**config.mk**
```make
export PLATFORM = sky130hd
export DESIGN_NAME = ram_arbiter
export DESIGN_NICKNAME = d
export VERILOG_FILES = /design/src/rtl/ram_arb_defs.sv /design/src/rtl/ram_arbiter.sv
export SDC_FILE = /design/constraint.sdc
export NUM_CORES = 1
export LEC_CHECK = 0
export BUFFER_PORTS_ARGS = -buffer_cell sky130_fd_sc_hd__buf_4
export CELL_PAD_IN_SITES_DETAIL_PLACEMENT = 1
export CELL_PAD_IN_SITES_GLOBAL_PLACEMENT = 1
export CORE_MARGIN = 2
export CORE_UTILIZATION = 39
export DETAILED_ROUTE_END_ITERATION = 10
export HOLD_SLACK_MARGIN = 0.06
export PLACE_DENSITY_LB_ADDON = 0.1
export REMOVE_ABC_BUFFERS = 1
export SYNTH_ARGS = -nofsm -noshare
export SYNTH_HDL_FRONTEND = slang
export SYNTH_SLANG_ARGS = --single-unit
export TNS_END_PERCENT = 5
```
**constraint.sdc**
```tcl
create_clock -name main_clk -period 6.4 [get_ports main_clk]
set_input_delay 1.6 -clock main_clk [delete_from_list [all_inputs] [get_ports main_clk]]
set_output_delay 1.6 -clock main_clk [all_outputs]
set_load 0.02 [all_outputs]
```
**src/rtl/ram_arb_defs.sv**
```systemverilog
// Shared definitions for the fetch/data RAM arbiter: FSM encodings, data
// lengths, port identifiers, the latched RAM command and the grant rule.
package ram_arb_defs;

  localparam logic [1:0] ST_IDLE  = 2'd0;
  localparam logic [1:0] ST_ISSUE = 2'd1;
  localparam logic [1:0] ST_WAIT  = 2'd2;
  localparam logic [1:0] ST_DONE  = 2'd3;

  localparam logic [1:0] DL_BYTE = 2'b00;
  localparam logic [1:0] DL_HALF = 2'b01;
  localparam logic [1:0] DL_WORD = 2'b10;
  localparam logic [1:0] DL_RSVD = 2'b11;

  localparam logic PORT_IF = 1'b0;
  localparam logic PORT_DM = 1'b1;

  localparam int unsigned DEFAULT_TIMEOUT = 16;

  typedef struct packed {
    logic        rw;
    logic        sig;
    logic [1:0]  dl;
    logic [8:0]  addr;
    logic [31:0] wdata;
  } ram_cmd_t;

  // Lone requester wins; under contention the port not granted last time wins.
  function automatic logic pick_port(input logic if_req, input logic dm_req,
                                     input logic last_grant);
    if (if_req && dm_req) return (last_grant == PORT_DM) ? PORT_IF : PORT_DM;
    if (dm_req)           return PORT_DM;
    return PORT_IF;
  endfunction

endpackage

```
**src/rtl/ram_arbiter.sv**
```systemverilog
// Two-port (instruction fetch / data) arbiter in front of a single RAM with
// a MOC handshake, per-access timeout and a sticky abort flag.
module ram_arbiter
  import ram_arb_defs::*;
#(
  parameter int unsigned TIMEOUT_CYCLES = DEFAULT_TIMEOUT
) (
  input  logic        main_clk,
  input  logic        reset,

  input  logic        if_req,
  input  logic [8:0]  if_addr,
  output logic        if_done,

  input  logic        dm_req,
  input  logic        dm_rw,
  input  logic        dm_sig,
  input  logic [1:0]  dm_dl,
  input  logic [8:0]  dm_addr,
  input  logic [31:0] dm_wdata,
  output logic        dm_done,

  output logic [31:0] rdata,

  output logic        ram_mov,
  output logic        ram_rw,
  output logic        ram_sig,
  output logic [1:0]  ram_dl,
  output logic [8:0]  ram_addr,
  output logic [31:0] ram_wdata,
  input  logic        ram_moc,
  input  logic [31:0] ram_rdata,

  output logic        busy,
  output logic        timeout_err,
  input  logic        err_clr
);

  localparam logic [7:0] CNT_LAST = 8'(TIMEOUT_CYCLES - 1);

  logic [1:0] state;
  logic       grant;
  logic       last_grant;
  logic [7:0] wait_cnt;
  ram_cmd_t   cmd;
  ram_cmd_t   next_cmd;
  logic       winner;

  // NOTE: every variable assigned here gets a default first, so no latch can be inferred.
  always_comb begin
    winner   = pick_port(if_req, dm_req, last_grant);
    next_cmd = '{rw: 1'b1, sig: 1'b0, dl: DL_WORD, addr: if_addr, wdata: '0};
    if (winner == PORT_DM) begin
      next_cmd = '{rw: dm_rw, sig: dm_sig, dl: dm_dl, addr: dm_addr, wdata: dm_wdata};
      // The reserved length code is issued to the RAM as a plain word access.
      if (dm_dl == DL_RSVD) next_cmd.dl = DL_WORD;
    end
  end

  // NOTE: state registers use non-blocking assignments so every flop samples pre-edge values.
  always_ff @(posedge main_clk or posedge reset) begin
    if (reset) begin
      state       <= ST_IDLE;
      grant       <= PORT_IF;
      last_grant  <= PORT_IF;
      wait_cnt    <= '0;
      cmd         <= '0;
      rdata       <= '0;
      ram_mov     <= 1'b0;
      if_done     <= 1'b0;
      dm_done     <= 1'b0;
      timeout_err <= 1'b0;
    end else begin
      if_done <= 1'b0;
      dm_done <= 1'b0;
      // A timeout later in this block overrides a simultaneous clear.
      if (err_clr) timeout_err <= 1'b0;

      case (state)
        ST_IDLE: begin
          if (if_req || dm_req) begin
            grant      <= winner;
            last_grant <= winner;
            cmd        <= next_cmd;
            ram_mov    <= 1'b1;
            state      <= ST_ISSUE;
          end
        end
        ST_ISSUE: begin
          wait_cnt <= '0;
          state    <= ST_WAIT;
        end
        ST_WAIT: begin
          if (ram_moc) begin
            if (cmd.rw) rdata <= ram_rdata;
            ram_mov <= 1'b0;
            if_done <= (grant == PORT_IF);
            dm_done <= (grant == PORT_DM);
            state   <= ST_DONE;
          end else if (wait_cnt == CNT_LAST) begin
            rdata       <= '0;
            timeout_err <= 1'b1;
            ram_mov     <= 1'b0;
            if_done     <= (grant == PORT_IF);
            dm_done     <= (grant == PORT_DM);
            state       <= ST_DONE;
          end else begin
            wait_cnt <= wait_cnt + 8'd1;
          end
        end
        ST_DONE: state <= ST_IDLE;
        default: state <= ST_IDLE;
      endcase
    end
  end

  assign busy      = (state != ST_IDLE);
  assign ram_rw    = cmd.rw;
  assign ram_sig   = cmd.sig;
  assign ram_dl    = cmd.dl;
  assign ram_addr  = cmd.addr;
  assign ram_wdata = cmd.wdata;

endmodule

```
== Word level (Yosys, flattened, before mapping) ==
Index checks and enable logic that the tools add are counted.

* $add $sub $neg: 1
* Muxes and demuxes: 34
* Reductions and logical operators: 12
* Equal/unequal tests: 10
* Bitwise logic cells: 1

{| class="wikitable"
|+ Operator list
! operator !! count
|-
| 2-to-1 mux 32 bit || 3
|-
| 2-to-1 mux 45 bit || 1
|-
| 2-to-1 mux 1 bit || 21
|-
| 2-to-1 mux 8 bit || 2
|-
| case mux 8 bit (2 select lines) || 1
|-
| AND reduction 3 bit || 3
|-
| adder 8 x 1 -> 8 bit, second input constant || 1
|-
| == test 8 x 4 -> 1 bit, second input constant || 1
|-
| 2-to-1 mux 2 bit || 4
|-
| case mux 2 bit (4 select lines) || 1
|-
| nonzero test 2 bit || 4
|-
| == test 2 bit, second input constant || 3
|-
| inequality test 2 bit, second input constant || 3
|-
| AND reduction 2 bit || 2
|-
| inequality test 3 bit, second input constant || 1
|-
| == test 2 x 1 -> 1 bit, second input constant || 1
|-
| logical NOT 2 bit || 1
|-
| inequality test 2 x 1 -> 1 bit, second input constant || 1
|-
| case mux 1 bit (2 select lines) || 1
|-
| logical AND 1 bit || 1
|-
| logical OR 1 bit || 1
|-
| inverter 1 bit || 1
|}

* Flip-flop bits (word level): 92
* Logic and storage cells: 71
* Bits of input ports: 92
* Output and inout port bits: 82

== Logic depth before layout (Yosys ltp) ==
* Depth in word-level cells: 6
* Gate-level depth with buffers: 7
* Gate-level depth less buffers: 5

== Least setup slack after synthesis ==
No wires, ideal clock.

* Path type: input to register
* Start: input port dm_req
* End: register cmd, in the netlist ram_dl[1]
* Setup time: 0.124 ns
* Arrival time: 2.399 ns
* Data required time: 6.276 ns
* Buffers on the path: 2
* Path slack: 3.877 ns
* Cell stages on the path: 5
* Cells stage by stage: a21boi_0 > and2_1 > clkbuf_1 > buf_2 > a21oi_1

* Word-level cells in the longest chain between the ends: 5
* Elaborated cells on any way between the ends: 10
* Those cells by class: mux: 7; reduce/logical: 3

{| class="wikitable"
|+ RTL lines
! element !! RTL line !! RTL
|-
| start: declaration || ram_arbiter.sv:15 || <nowiki>input logic dm_req,</nowiki>
|-
| 2-to-1 mux 1 bit (2 in series) || ram_arb_defs.sv:32 || <nowiki>if (dm_req) return PORT_DM;</nowiki>
|-
| 2-to-1 mux 1 bit || ram_arb_defs.sv:33 || <nowiki>return PORT_IF;</nowiki>
|-
| 2-to-1 mux 1 bit || ram_arb_defs.sv:32 ||
|-
| 2-to-1 mux 45 bit || ram_arbiter.sv:53 || <nowiki>if (winner == PORT_DM) begin</nowiki>
|-
| end signal: assignment || ram_arbiter.sv:84 || <nowiki>cmd <= next_cmd;</nowiki>
|-
| end: declaration || ram_arbiter.sv:45 || <nowiki>ram_cmd_t cmd;</nowiki>
|}

Parallel ways exist; a longest one is shown, timed or not. The select of a mux whose other input is x is not followed.
A chain may end at the register's enable or synchronous reset.

== Final worst setup path ==
* Start: register state[1]
* End: output port busy

* Word-level cells in the longest chain between the ends: 1

{| class="wikitable"
|+ RTL lines
! element !! RTL line !! RTL
|-
| start: declaration || ram_arbiter.sv:41 || <nowiki>logic [1:0] state;</nowiki>
|-
| start signal: assignment || ram_arbiter.sv:63 || <nowiki>state <= ST_IDLE;</nowiki>
|-
| start signal: assignment || ram_arbiter.sv:86 || <nowiki>state <= ST_ISSUE;</nowiki>
|-
| start signal: assignment || ram_arbiter.sv:91 || <nowiki>state <= ST_WAIT;</nowiki>
|-
| nonzero test 2 bit || ram_arbiter.sv:117 || <nowiki>assign busy = (state != ST_IDLE);</nowiki>
|-
| end: declaration || ram_arbiter.sv:34 || <nowiki>output logic busy,</nowiki>
|}

No other way between the ends.

==> results by group <==
Logic synthesis
  – Synth Area in XOR/XNOR: 0%
  – Sequential area share after synthesis: 54.7%
  – Yosys top cell area share: 54.7%
  – Post-synthesis adder-cell area fraction: 1.49%
  – Mapped Cells: 391
  – Top_reg_cell synth: dfrtp_1
  – Mux cell area share after synthesis: 2.85%
  – Top cells by area, synth: dfrtp_1, a22o_1, o22a_2
  – Yosys reg bits: 92
  – Post-synthesis cell type count: 48
  – YS warnings: 0
  – Async SR Flop Fraction: 100%
  – Largest area contributor in the netlist: dfrtp_1
  – Syn avg cell area: 10.8 sq um
  – Post-synth EDFFs: 0
  – Synth Area in Compound Gates: 23.6%
  – Mapped Area: 4210 sq um
  – Largest family of logic cells by synthesized area: compound AO/OA/AOI/OAI gates
  – Simple-gate share of the synthesized area: 9.36%

Detailed routing
  – DRC Markers: 0
  – Routed wire length: 11,600 microns
  – DRT antenna net count: 0
  – Initial DRC count: 126
  – First drt pass iteration count: 4
  – Via count: 3,586
  – Wirelength per Cell: 16.8 microns
  – Vias per cell: 5.17

Die
  – Initial Util: 40.4%
  – Core region area: 10,400 sq um
  – Die Width: 108 microns
  – Die H: 108 microns
  – Ports: 174
  – Cell Rows: 37
  – Die area: 11,600 sq um

Critical path
  – Crit path max fanout: 7
  – Worst setup EP type: output pin
  – WS Path Type: flip-flop to output pin
  – Worst path required time: 4.80 ns
  – Reg2reg end: state[1]
  – Critical Path Start Type: flip-flop
  – Worst Path Arrival: 1.50 ns
  – Critical path's slowest cell: dfrtp_1
  – Most used cell, CP: inv_1
  – Worst r2r src: state[0]
  – CP Cell Sequence: inv_1 -> ha_1 -> inv_1 -> buf_4
  – Max stage delay on crit path: 0.41 ns
  – Worst R2R Path Depth: 6
  – Reg2Reg Setup Slack: 3.75 ns
  – Top cell family by delay on the critical path: flip-flops
  – Critical path buffers and inverters: 3

Timing
  – Final period util: 48.5%
  – Final count of negative-setup-slack endpoints: 0
  – Maximum clock frequency: 322 MHz
  – Tmin final: 3.10 ns
  – Slew @ Worst Pin: 1.26 ns
  – Clock Skews: 0.0126 ns
  – Slew Viols, Final: 0
  – Final setup TNS: 0 ns
  – RSZ-0062 raised after global routing: no
  – Hold Vio Cnt, Final: 0
  – Rel. slew slack: 16.0%

Outcome
  – Outcome: finished, final reports clean

Pwr
  – Pwr dens: 503 nW/um^2
  – Leak Pwr: 2.89 nW
  – Peak supply drop: 0.218 mV

Clock network
  – Cts hold-fix bufs: 0
  – H-tree Lvls: 3
  – Clock tree sinks: 92
  – Total CTS buffers: 9
  – CTS max path bufs: 2
  – Post-CTS Setup Inserts: 0
  – Skew-Pair Late Insertion Delay: 0.37 ns
  – CTS tree: yes
  – Clock tree root buffer cell: clkbuf_8
  – Register clock-pin slew on the reported worst setup and hold paths: 0.09 ns
  – Post-CTS resize count: 0

Global routing
  – Largest net degree at the start of global routing: 55
  – Vias in the first global route: 3,775
  – Gr ovfl total: 0
  – Initial antenna violation count: 0
  – First-pass GRT wire length: 18,700 microns
  – Total GRT Usage: 20.5%

Layout
  – Final net count: 650
  – Final core occ: 55.1%
  – Number of inserted diodes: 0
  – P&R area growth vs syn: 36.3%
  – Share of cells above drive strength 1: 41.0%

Min path
  – WHS Path Cells: 2
  – Hold WC Path Type: flip-flop to flip-flop
  – HP Start: ram_addr[8]
  – Min-Delay Endpoint: ram_addr[8]

Placement
  – GP Congestion: 0.749
  – Port Buffers: 173
  – Detail Placement HPWL: 8420 microns

Job
  – Max-cap violations: 0
worst register-to-register path, delay by kind of cell (launching register included):
family,cells,cell delay (ns)
adders and majority gates,1,0.63
AOI/OAI and AO/OA,2,0.63
buffers and inverters,2,0.66
DFF,1,0.41
and+or+nand+nor,1,0.18
Yosys cell counts, types with 5 or more instances:
library cell / instances
a21oi_1: 5
clkbuf_1: 12
dfrtp_1: 92
buf_2: 5
o22a_2: 26
a22o_1: 33
mux2i_1: 12
ha_1: 5
nand2_1: 54
o21ai_0: 42
clkbuf_8: 5
inv_1: 43
o22a_1: 7
worst max-delay path by stage:
stage              from        end  slack [ns]  cells past startpoint
4_1_cts        state[1]       busy        3.27                      4
5_1_grt          dm_req  ram_dl[1]        3.17                      5
6_report       state[1]       busy        3.30                      4
2_1_floorplan     reset    dm_done        2.41                      1
3_3_place_gp     if_req  ram_dl[0]        2.98                      5
3_5_place_dp     if_req  ram_dl[0]        2.93                      5
state kept, by name, summed over array words and instances (netlist names):
name,count
dm_done,1
if_done,1
last_grant,1
ram_addr,9
ram_dl,2
ram_mov,1
ram_rw,1
ram_sig,1
ram_wdata,32
rdata,32
state,2
timeout_err,1
wait_cnt,8
per-stage QoR:
stage | cell area [sq um] | std cells | setup slack, ns | power, W | hold slack [ns]
finish | 5740 | 694 | 3.30 | 0.00289 | 0.498
global route | 5740 | 694 | 3.17 | 0.00310 | 0.534
CTS | 5740 | 694 | 3.27 | 0.00293 | 0.504
detailed placement | 5560 | 678 | 2.93 | 0.00255 | 0.476
global placement | 5560 | 678 | 2.98 | 0.00249 | 0.467
floorplan | 4040 | 364 | 2.41 | 0.00190 | 0.442
per-layer routing:
metal / global-route usage (%) / vias to the layer above / wire [microns]
li1: - / 1697 / -
met1: 25.4 / 1755 / 5020
met2: 34.2 / 123 / 5590
met3: 5.87 / 11 / 858
met4: 7.14 / 0 / 163
met5: 0 / - / 0
final cells by class:
| cell class | count | area [sq um] |
|---|---|---|
| inverters | 43 | 163 |
| multi-input cells | 229 | 1590 |
| clock inverters | 7 | 57.6 |
| repair buffers | 178 | 1340 |
| fillers | 1198 | 4680 |
| flip-flops and latches | 92 | 2300 |
| clock buffers | 9 | 124 |
| well taps | 136 | 170 |
report_power, final:
| part | internal (W) | leakage [nW] | total, W | switching (W) |
|---|---|---|---|---|
| registers | 0.000835 | 1.09 | 0.000992 | 0.000157 |
| logic | 0.000695 | 1.71 | 0.00152 | 0.000829 |
| clock network | 0.000147 | 0.0886 | 0.000372 | 0.000224 |
| total | 0.00168 | 2.89 | 0.00289 | 0.00121 |
cell families after synthesis:
family                     Yosys count
and+or+nand+nor                     82
buffers and inverters               70
DFF                                 92
adders and majority gates            5
AOI/OAI and AO/OA                  130
muxes                               12
placed cells by master, fill, tap and decap left out, types with 2 or more instances in the layout:
cell | netlist | layout
clkinvlp_4 | 0 | 2
nand4_1 | 3 | 3
a22o_1 | 33 | 33
o311ai_0 | 2 | 2
o211ai_1 | 2 | 2
inv_6 | 0 | 3
ha_1 | 5 | 4
nand3_1 | 3 | 3
inv_1 | 43 | 42
o22a_2 | 26 | 26
o22a_1 | 7 | 7
nand2b_1 | 3 | 3
nand2_1 | 54 | 54
mux2i_1 | 12 | 12
clkinv_2 | 0 | 2
nor3b_1 | 4 | 4
nor2_1 | 3 | 3
buf_4 | 0 | 178
dfrtp_1 | 92 | 92
o21ai_0 | 42 | 42
a21oi_1 | 5 | 5
clkbuf_8 | 5 | 9
(Power assumes the default switching activity.)
